## src/rtl/io_channel_bank.sv

```systemverilog
// Bank of IO channel registers mirrored over a UART link: masked core writes are sent as
// 4-byte frames on TX, and frames arriving on RX write back into the bank.
module io_channel_bank #(
    parameter int NUM_CHANNELS = 32,
    parameter int DATA_WIDTH   = 15,
    parameter int FIFO_DEPTH   = 8,
    parameter logic [NUM_CHANNELS-1:0] OUT_MASK = {NUM_CHANNELS{1'b1}},
    parameter int SW           = $clog2(NUM_CHANNELS)
) (
    input  logic                  clock,
    input  logic                  reset,
    input  logic [SW-1:0]         IO_read_sel,
    output logic [DATA_WIDTH-1:0] IO_read_data,
    input  logic                  IO_write_en,
    input  logic [SW-1:0]         IO_write_sel,
    input  logic [DATA_WIDTH-1:0] IO_write_data,
    output logic [7:0]            tx_byte,
    output logic                  tx_valid,
    input  logic                  tx_ready,
    input  logic [7:0]            rx_byte,
    input  logic                  rx_valid,
    output logic [7:0]            ovf_count
);
    localparam int FW = SW + DATA_WIDTH;
    localparam int PW = $clog2(FIFO_DEPTH);

    typedef enum logic [2:0] {TX_IDLE, TX_B0, TX_B1, TX_B2, TX_B3} tx_state_e;
    typedef enum logic [1:0] {RX_HUNT, RX_P1, RX_P2, RX_P3} rx_state_e;

    logic [DATA_WIDTH-1:0] chan_q [NUM_CHANNELS];
    logic [DATA_WIDTH-1:0] chan_d [NUM_CHANNELS];
    logic [FW-1:0]         fifo_mem [FIFO_DEPTH];
    logic [PW:0]           wr_ptr_q, wr_ptr_d, rd_ptr_q, rd_ptr_d;
    logic [FW-1:0]         hold_q, hold_d;
    tx_state_e             tx_state_q, tx_state_d;
    rx_state_e             rx_state_q, rx_state_d;
    logic [6:0]            rx_sel_q, rx_sel_d;
    logic [13:0]           rx_pay_q, rx_pay_d;
    logic [7:0]            ovf_q, ovf_d;

    logic                  core_wr, push, drop, pop, fifo_full, fifo_empty, rx_wr;
    logic [DATA_WIDTH-1:0] rx_word;
    logic [6:0]            tx_sel7;
    logic [20:0]           tx_d21;

    assign fifo_empty   = (wr_ptr_q == rd_ptr_q);
    assign fifo_full    = (wr_ptr_q[PW] != rd_ptr_q[PW]) && (wr_ptr_q[PW-1:0] == rd_ptr_q[PW-1:0]);
    assign core_wr      = IO_write_en && (32'(IO_write_sel) < NUM_CHANNELS);
    assign push         = core_wr && OUT_MASK[IO_write_sel] && !fifo_full;
    assign drop         = core_wr && OUT_MASK[IO_write_sel] && fifo_full;
    assign pop          = (tx_state_q == TX_IDLE) && !fifo_empty;
    assign IO_read_data = (32'(IO_read_sel) < NUM_CHANNELS) ? chan_q[IO_read_sel] : '0;
    assign ovf_count    = ovf_q;

    always_comb begin
        rx_state_d = rx_state_q;
        rx_sel_d   = rx_sel_q;
        rx_pay_d   = rx_pay_q;
        rx_wr      = 1'b0;
        rx_word    = DATA_WIDTH'({rx_pay_q, rx_byte[6:0]});
        if (rx_valid) begin
            if (rx_byte[7]) begin
                rx_sel_d   = rx_byte[6:0];
                rx_state_d = RX_P1;
            end else begin
                case (rx_state_q)
                    RX_P1: begin
                        rx_pay_d[13:7] = rx_byte[6:0];
                        rx_state_d     = RX_P2;
                    end
                    RX_P2: begin
                        rx_pay_d[6:0] = rx_byte[6:0];
                        rx_state_d    = RX_P3;
                    end
                    RX_P3: begin
                        rx_wr      = (32'(rx_sel_q) < NUM_CHANNELS);
                        rx_state_d = RX_HUNT;
                    end
                    default: rx_state_d = RX_HUNT;
                endcase
            end
        end
    end

    // Core write is applied last so it overrides an RX write to the same channel.
    always_comb begin
        for (int i = 0; i < NUM_CHANNELS; i++) begin
            chan_d[i] = chan_q[i];
        end
        if (rx_wr) begin
            chan_d[rx_sel_q[SW-1:0]] = rx_word;
        end
        if (core_wr) begin
            chan_d[IO_write_sel] = IO_write_data;
        end
        wr_ptr_d = wr_ptr_q + {{PW{1'b0}}, push};
        rd_ptr_d = rd_ptr_q + {{PW{1'b0}}, pop};
        ovf_d    = (drop && ovf_q != 8'hFF) ? ovf_q + 8'd1 : ovf_q;
    end

    always_comb begin
        tx_state_d = tx_state_q;
        hold_d     = hold_q;
        tx_sel7    = 7'(hold_q[FW-1:DATA_WIDTH]);
        tx_d21     = 21'(hold_q[DATA_WIDTH-1:0]);
        tx_valid   = (tx_state_q != TX_IDLE);
        tx_byte    = 8'h00;
        case (tx_state_q)
            TX_IDLE: begin
                if (!fifo_empty) begin
                    hold_d     = fifo_mem[rd_ptr_q[PW-1:0]];
                    tx_state_d = TX_B0;
                end
            end
            TX_B0: begin
                tx_byte = {1'b1, tx_sel7};
                if (tx_ready) tx_state_d = TX_B1;
            end
            TX_B1: begin
                tx_byte = {1'b0, tx_d21[20:14]};
                if (tx_ready) tx_state_d = TX_B2;
            end
            TX_B2: begin
                tx_byte = {1'b0, tx_d21[13:7]};
                if (tx_ready) tx_state_d = TX_B3;
            end
            TX_B3: begin
                tx_byte = {1'b0, tx_d21[6:0]};
                if (tx_ready) tx_state_d = TX_IDLE;
            end
            default: tx_state_d = TX_IDLE;
        endcase
    end

    always_ff @(posedge clock) begin
        if (push) begin
            fifo_mem[wr_ptr_q[PW-1:0]] <= {IO_write_sel, IO_write_data};
        end
    end

    always_ff @(posedge clock) begin
        if (reset) begin
            for (int i = 0; i < NUM_CHANNELS; i++) begin
                chan_q[i] <= '0;
            end
            wr_ptr_q   <= '0;
            rd_ptr_q   <= '0;
            hold_q     <= '0;
            tx_state_q <= TX_IDLE;
            rx_state_q <= RX_HUNT;
            rx_sel_q   <= '0;
            rx_pay_q   <= '0;
            ovf_q      <= '0;
        end else begin
            for (int i = 0; i < NUM_CHANNELS; i++) begin
                chan_q[i] <= chan_d[i];
            end
            wr_ptr_q   <= wr_ptr_d;
            rd_ptr_q   <= rd_ptr_d;
            hold_q     <= hold_d;
            tx_state_q <= tx_state_d;
            rx_state_q <= rx_state_d;
            rx_sel_q   <= rx_sel_d;
            rx_pay_q   <= rx_pay_d;
            ovf_q      <= ovf_d;
        end
    end
endmodule

```

## config.mk

```make
export PLATFORM = sky130hd
export DESIGN_NAME = io_channel_bank
export DESIGN_NICKNAME = d
export VERILOG_FILES = /design/src/rtl/io_channel_bank.sv
export SDC_FILE = /design/constraint.sdc
export NUM_CORES = 2
export LEC_CHECK = 0
export BUFFER_PORTS_ARGS = -buffer_cell sky130_fd_sc_hd__buf_2
export CORE_MARGIN = 4
export CORE_UTILIZATION = 28
export CTS_BUF_LIST = sky130_fd_sc_hd__clkbuf_8
export DETAILED_ROUTE_END_ITERATION = 16
export GPL_ROUTABILITY_DRIVEN = 0
export PLACE_DENSITY = 0.53
export SYNTH_ARGS = -nofsm -noshare
export SYNTH_HDL_FRONTEND = slang
export SYNTH_SLANG_ARGS = --single-unit
```

## constraint.sdc

```tcl
create_clock -name clock -period 3.7 [get_ports clock]
set_input_delay 0.185 -clock clock [delete_from_list [all_inputs] [get_ports clock]]
set_output_delay 0.185 -clock clock [all_outputs]
set_load 0.005 [all_outputs]
```

* Word-level counts from Yosys, hierarchy flattened
Memory sizes are Yosys's and may differ from the RTL's. A register that Yosys moved wholly into a read port is not among the register bits. Index checks and enable logic that the tools add are counted.
Word-level totals: bits in registers 36, bits in latches 0, bits in writable memories 640, memory bits (read-only) 32, input bits 38, word-level logic and storage cells 147, memories kept 3
Cells by class: add/subtract/negate cells 3, multipliers 0, divide/modulo/power cells 0, $lt $le $gt $ge 6, eq/ne operators 16, shifts and indexed selects 0, mux-type cells 58, bitwise logic cells 36, reduce and logical (&&, ||, !) cells 17
Memories:
- chan_q | words 32, width 15, read ports 33, clocked after memory_dff 0, wr ports 32, line 30 | logic [DATA_WIDTH-1:0] chan_q [NUM_CHANNELS];
- fifo_mem | words 8, width 20, read ports 1, clocked after memory_dff 1, wr ports 1, line 32 | logic [FW-1:0] fifo_mem [FIFO_DEPTH];
- (no name shown) | words 32, width 1, read ports 1, clocked after memory_dff 0, wr ports 0, line 50 | assign drop = core_wr && OUT_MASK[IO_write_sel] && fifo_full;
Operators by type and width (count):
- 480-bit bitwise mux | 2
- 480-bit 2-to-1 mux | 2
- 15-bit 2-to-1 mux | 34
- 15-bit demux with 5-bit select | 2
- 1-bit OR | 32
- 8-bit case mux with 4 select lines | 1
- 3-bit 2-to-1 mux | 5
- 3-bit case mux with 5 select lines | 1
- 6-bit >= comparator, second input constant | 2
- 6-bit by 1-bit < comparator with 1-bit output, second input constant | 2
- 5-bit NOT with 6-bit output | 2
- 2-bit inequality test, second input constant | 5
- 1-bit 2-to-1 mux | 9
- 4-bit by 1-bit adder with 4-bit output | 2
- 8-bit by 1-bit adder with 8-bit output, second input constant | 1
- 1-bit logical AND | 8
- 8-bit inequality test, second input constant | 1
- 7-bit by 6-bit < comparator with 1-bit output, second input constant | 1
- 3-bit by 2-bit equality test with 1-bit output, second input constant | 2
- 5-bit by 6-bit < comparator with 1-bit output, second input constant | 1
- 3-bit AND reduction | 2
- 5-bit AND reduction | 1
- 2-bit equality test, second input constant | 2
- 4-bit equality test | 1
- other kinds (12) | 15

* Longest topological paths before layout
word-level depth 10, depth in mapped cells 9, mapped depth without buffers 7

* Least setup slack after synthesis
Ideal clock, no wire load.
path kind register -> register, start point register wr_ptr_q[2], end point memory fifo_mem[0][0] (netlist bit) (enable), arrival 2.769 ns, required time 3.278 ns, path slack 0.508 ns, cell stages (with the launch flop) 8, path buffers 2, clock period less this slack 3.192 ns, cells stage by stage dfxtp_1 > clkbuf_1 > xor2_1 > or4_1 > clkbuf_1 > and2_1 > nand2b_1 > nor3_1
Between the ends: cells in the longest elaborated chain, start to end 6
RTL lines:
- from (decl) | line 33 | logic [PW:0] wr_ptr_q, wr_ptr_d, rd_ptr_q, rd_ptr_d;
- from (signal assigned) | line 158 | wr_ptr_q <= wr_ptr_d;
- 3-bit equality test | line 47 | assign fifo_full = (wr_ptr_q[PW] != rd_ptr_q[PW]) && (wr_ptr_q[PW-1:0] == rd_ptr_q[PW-1:0]);
- 1-bit logical AND | line 47
- 1-bit zero test | line 49 | assign push = core_wr && OUT_MASK[IO_write_sel] && !fifo_full;
- 1-bit logical AND | line 49
- 1-bit 2-to-1 mux | line 136 | if (push) begin
- 1-bit 2-to-1 mux (implied by the code) | line 137 | fifo_mem[wr_ptr_q[PW-1:0]] <= {IO_write_sel, IO_write_data};
- to (decl) | line 32
Parallel ways exist; a longest one is shown, timed or not.

==> flow_summary_export.csv <==
group,metric,value,unit
clocking,cts_buffer_depth,3,
synthesis,synth-simple-area-share,18.40,%
power,p_int,0.01221,W
min_path,holdCritPathClass,"input port to flip-flop",
synthesis,syn_inst,3766,
clocking,clk_pin_slew,60,ps
synthesis,avgSynthCellArea,9.018,um^2
timing,hold_viol_final,0,
global_routing,grt_pass1_vias,27440,
power,p_switching,0.004798,W
setup_path,crit_family,"compound AO/OA/AOI/OAI gates",
clocking,cts-root-buf,"clkbuf_8",
clocking,post_cts_resized,0,
floorplanning,fp.coreArea,0.1201,mm^2
route,drtIter0Drc,2765,
clocking,cts_tree,"yes",
floorplanning,num_rows,127,
layout,fin_util,31.83,%
placement,port_buffers,69,
timing,max_slew_margin,10.75,%
timing,worst_pin_slew,1339,ps
route,via_per_inst,5.371,
timing,finalCritPeriodShare,79.58,%
timing,final.setup.tns,0,ps
clocking,h-tree-depth,3,
global_routing,grt_max_degree,93,
layout,layout_commonest_cell,"nand2_1",
setup_path,r2r_end,"fifo_mem[0][10]$_DFFE_PP_",
timing,slew_viol_final,0,
setup_path,worst-path-max-fanout,2,
synthesis,syn_area,0.03396,mm^2
setup_path,reg2reg_depth,6,
layout,final_cell_area,0.03824,mm^2
layout,nFillCells,12480,
timing,rsz0062_at_grt,"no",
layout,final_nets,3727,
global_routing,grtUsageTotal,19.15,%
clocking,cts.sinks,696,
setup_path,critPathLaunchType,"flip-flop",
timing,setup_violations,0,
setup_path,cp.required,3510,ps
global_routing,overflow,0,
placement,dpl_cell_area,0.03583,mm^2
power,power.leakage,12.81,nW
synthesis,async_flop_share,0,%
floorplanning,die_h,356.3,um
layout,layout_common_cells,"nand2_1, nor2_1, dfxtp_1, mux2i_1, a311oi_1",
synthesis,ys_seq_area_share,45.74,%
setup_path,cp_slowest_cell,"a31oi_1",
floorplanning,dieArea,0.1269,mm^2
synthesis,synthMuxAreaShare,14.48,%
clocking,cts_made_buffers,113,
setup_path,critPathMaxStageDelay,600,ps
floorplanning,pin_count,70,
job,drv_cap,0,
setup_path,cp_num_buf_inv,1,
floorplanning,die_w,356.3,um
route,ant_nets,0,
min_path,min_from,"IO_write_data[13]",
power,seqPwrFrac,48.1,%
synthesis,synth_nets,3812,
synthesis,yosys.area_share.xor_xnor,0.3869,%
power,power.density,444.8,mW/mm^2
synthesis,synth_warnings,0,
setup_path,cp_cell_sequence,"mux2i_1 > a22o_1 > nor3_1 > a31oi_1 > nand3_1 > buf_2",
clocking,insertion_delay,790,ps
route,first_pass_iters,5,
floorplanning,initial_core_util,28.27,%
layout,drive_gt1_share,12.04,%
synthesis,synth_compound_area_share,15.64,%
status,status,"finished clean",
min_path,whs_path_depth,3,
power,power.share.clock,39.6,%
power,switching_share,28.21,%
route,vias,28880,
setup_path,critPathCaptureType,"output port",
synthesis,synth_edf_count,160,
setup_path,rrSetupSlack,800,ps
timing,max_freq,339.6,MHz
power,p_comb_share,12.3,%
placement,dpl.hpwl,74.75,mm
global_routing,antenna_found_initial,7,
power,vdd_drop_max,298.0,uV
timing,finClkSkew,64.76,ps
global_routing,grt_pass1_wl,185.5,mm
route,wl_per_cell,23.35,um
setup_path,r2r_start,"wr_ptr_q[1]$_SDFF_PP0_",
synthesis,synth_top_family_by_area,"simple AND/OR/NAND/NOR gates",
synthesis,yosys.area_share.adder,0.2947,%
synthesis,post_synth_num_cell_types,48,
synthesis,ys_seq_elements,696,
min_path,worstHoldEndpoint,"chan_q[22][13]$_SDFF_PP0_",
synthesis,synth_top_flop_cell,"dfxtp_1",
setup_path,arrival,2760,ps
layout,syn2layout_area_growth,12.61,%
route,totalWireLength,125.6,mm
route,route.detailed.drc,0,
setup_path,critical_path_class,"flip-flop to output port",
timing,finalCriticalPeriod,2944,ps
logic make-up after synthesis:
logic type,count (synthesis)
compound gates,665
xor+xnor,15
fa+ha+maj,8
buf+inv,426
flops,696
mux,441
simple gates,1515
power by group through the flow:
stage | clock network, W | registers, W | logic, W
floorplan | 0 | 0.00827 | 0.00137
global placement | 0 | 0.00835 | 0.00206
detailed placement | 0 | 0.00835 | 0.00207
CTS | 0.00687 | 0.00819 | 0.00209
global route | 0.00722 | 0.00821 | 0.00225
finish | 0.00673 | 0.00818 | 0.00209
worst max path at each step:
stage                                 to                     start  cells past startpoint  slack (ps)
2_1_floorplan   fifo_mem[0][0]$_DFFE_PP_    wr_ptr_q[2]$_SDFF_PP0_                      7         510
3_3_place_gp   fifo_mem[0][12]$_DFFE_PP_    wr_ptr_q[1]$_SDFF_PP0_                      6         830
3_5_place_dp    fifo_mem[0][7]$_DFFE_PP_    wr_ptr_q[1]$_SDFF_PP0_                      6         770
4_1_cts        fifo_mem[0][10]$_DFFE_PP_    wr_ptr_q[1]$_SDFF_PP0_                      6         730
5_1_grt        fifo_mem[1][12]$_DFFE_PP_    wr_ptr_q[1]$_SDFF_PP0_                      6         590
6_report                IO_read_data[13]  chan_q[7][13]$_SDFF_PP0_                      6         760
metrics by stage:
stage                     hold slack, ps  power [W]  std cells  setup WS [ps]
after global placement             467.0    0.01040       5159          833.6
after global routing               10.76    0.01767       5376          591.4
after detailed placement           468.7    0.01042       5159          770.6
after floorplan                    283.9   0.009641       3766          508.4
final                              59.19    0.01701       5378          755.7
after CTS                          18.20    0.01714       5374          728.5
sequential cells by signal (all words and copies together), names as in the netlist:
name	count
rx_sel_q	7
chan_q	480
fifo_mem	160
ovf_count	8
tx_state_q	3
rx_pay_q	8
rx_state_q	2
rd_ptr_q	4
hold_q	20
wr_ptr_q	4
per-layer routing:
metal  vias up  track usage (%)  part of all wire [%]
met3       225            4.069                   7.8
met2      1174            28.41                    44
met1     14090            27.21                    45
li1      13390                -                     -
met4         2            7.238                   3.8
met5         -                0                 0.010
final cells by class:
type / instances / area (um^2) / area share (%)
multi-input cells: 2644 / 16780 / 43.87
clock buffers: 139 / 1913 / 5.003
inverters: 6 / 22.52 / 0.05889
flip-flops and latches: 696 / 15550 / 40.66
clock inverters: 57 / 296.5 / 0.7754
well taps: 1612 / 2017 / 5.274
diodes: 4 / 10.01 / 0.02617
repair buffers: 220 / 1659 / 4.338
Yosys cell counts (all sizes together) (3+ instances only):
library cell  count  area, um^2
mux4             40       900.9
o21ai             7       35.03
a311oi          346        3030
nand3b            3       35.03
a211oi          156        1171
xnor2             9       78.83
inv               6       22.52
clkbuf          351        1318
a31oi            15       93.84
edfxtp          160        4805
a22oi            60       450.4
a21oi            48       240.2
nor4              6       67.56
nor2            545        2051
nor3b             5       57.56
mux2i           400        4004
buf              69       377.9
a22o             30       262.8
nand4            16       100.1
and2              5       31.28
nand2b           10       62.56
dfxtp           536       10730
nand3           108       540.5
ha                8       100.1
nand2           756        2843
xor2              6       52.55
nor3             41       322.8
nor2b            11       68.82
tightest hold or removal path, cell delays in order:
cell	delay, ps
buf_2	360
nor2_1	190
a311oi_1	50
repair_timing:
action | 4_1_cts | 5_1_grt
hold endpoints to repair | 216 | 0
setup buffers | 0 | 0
hold buffers | 19 | 0
(Power assumes the default switching activity.)
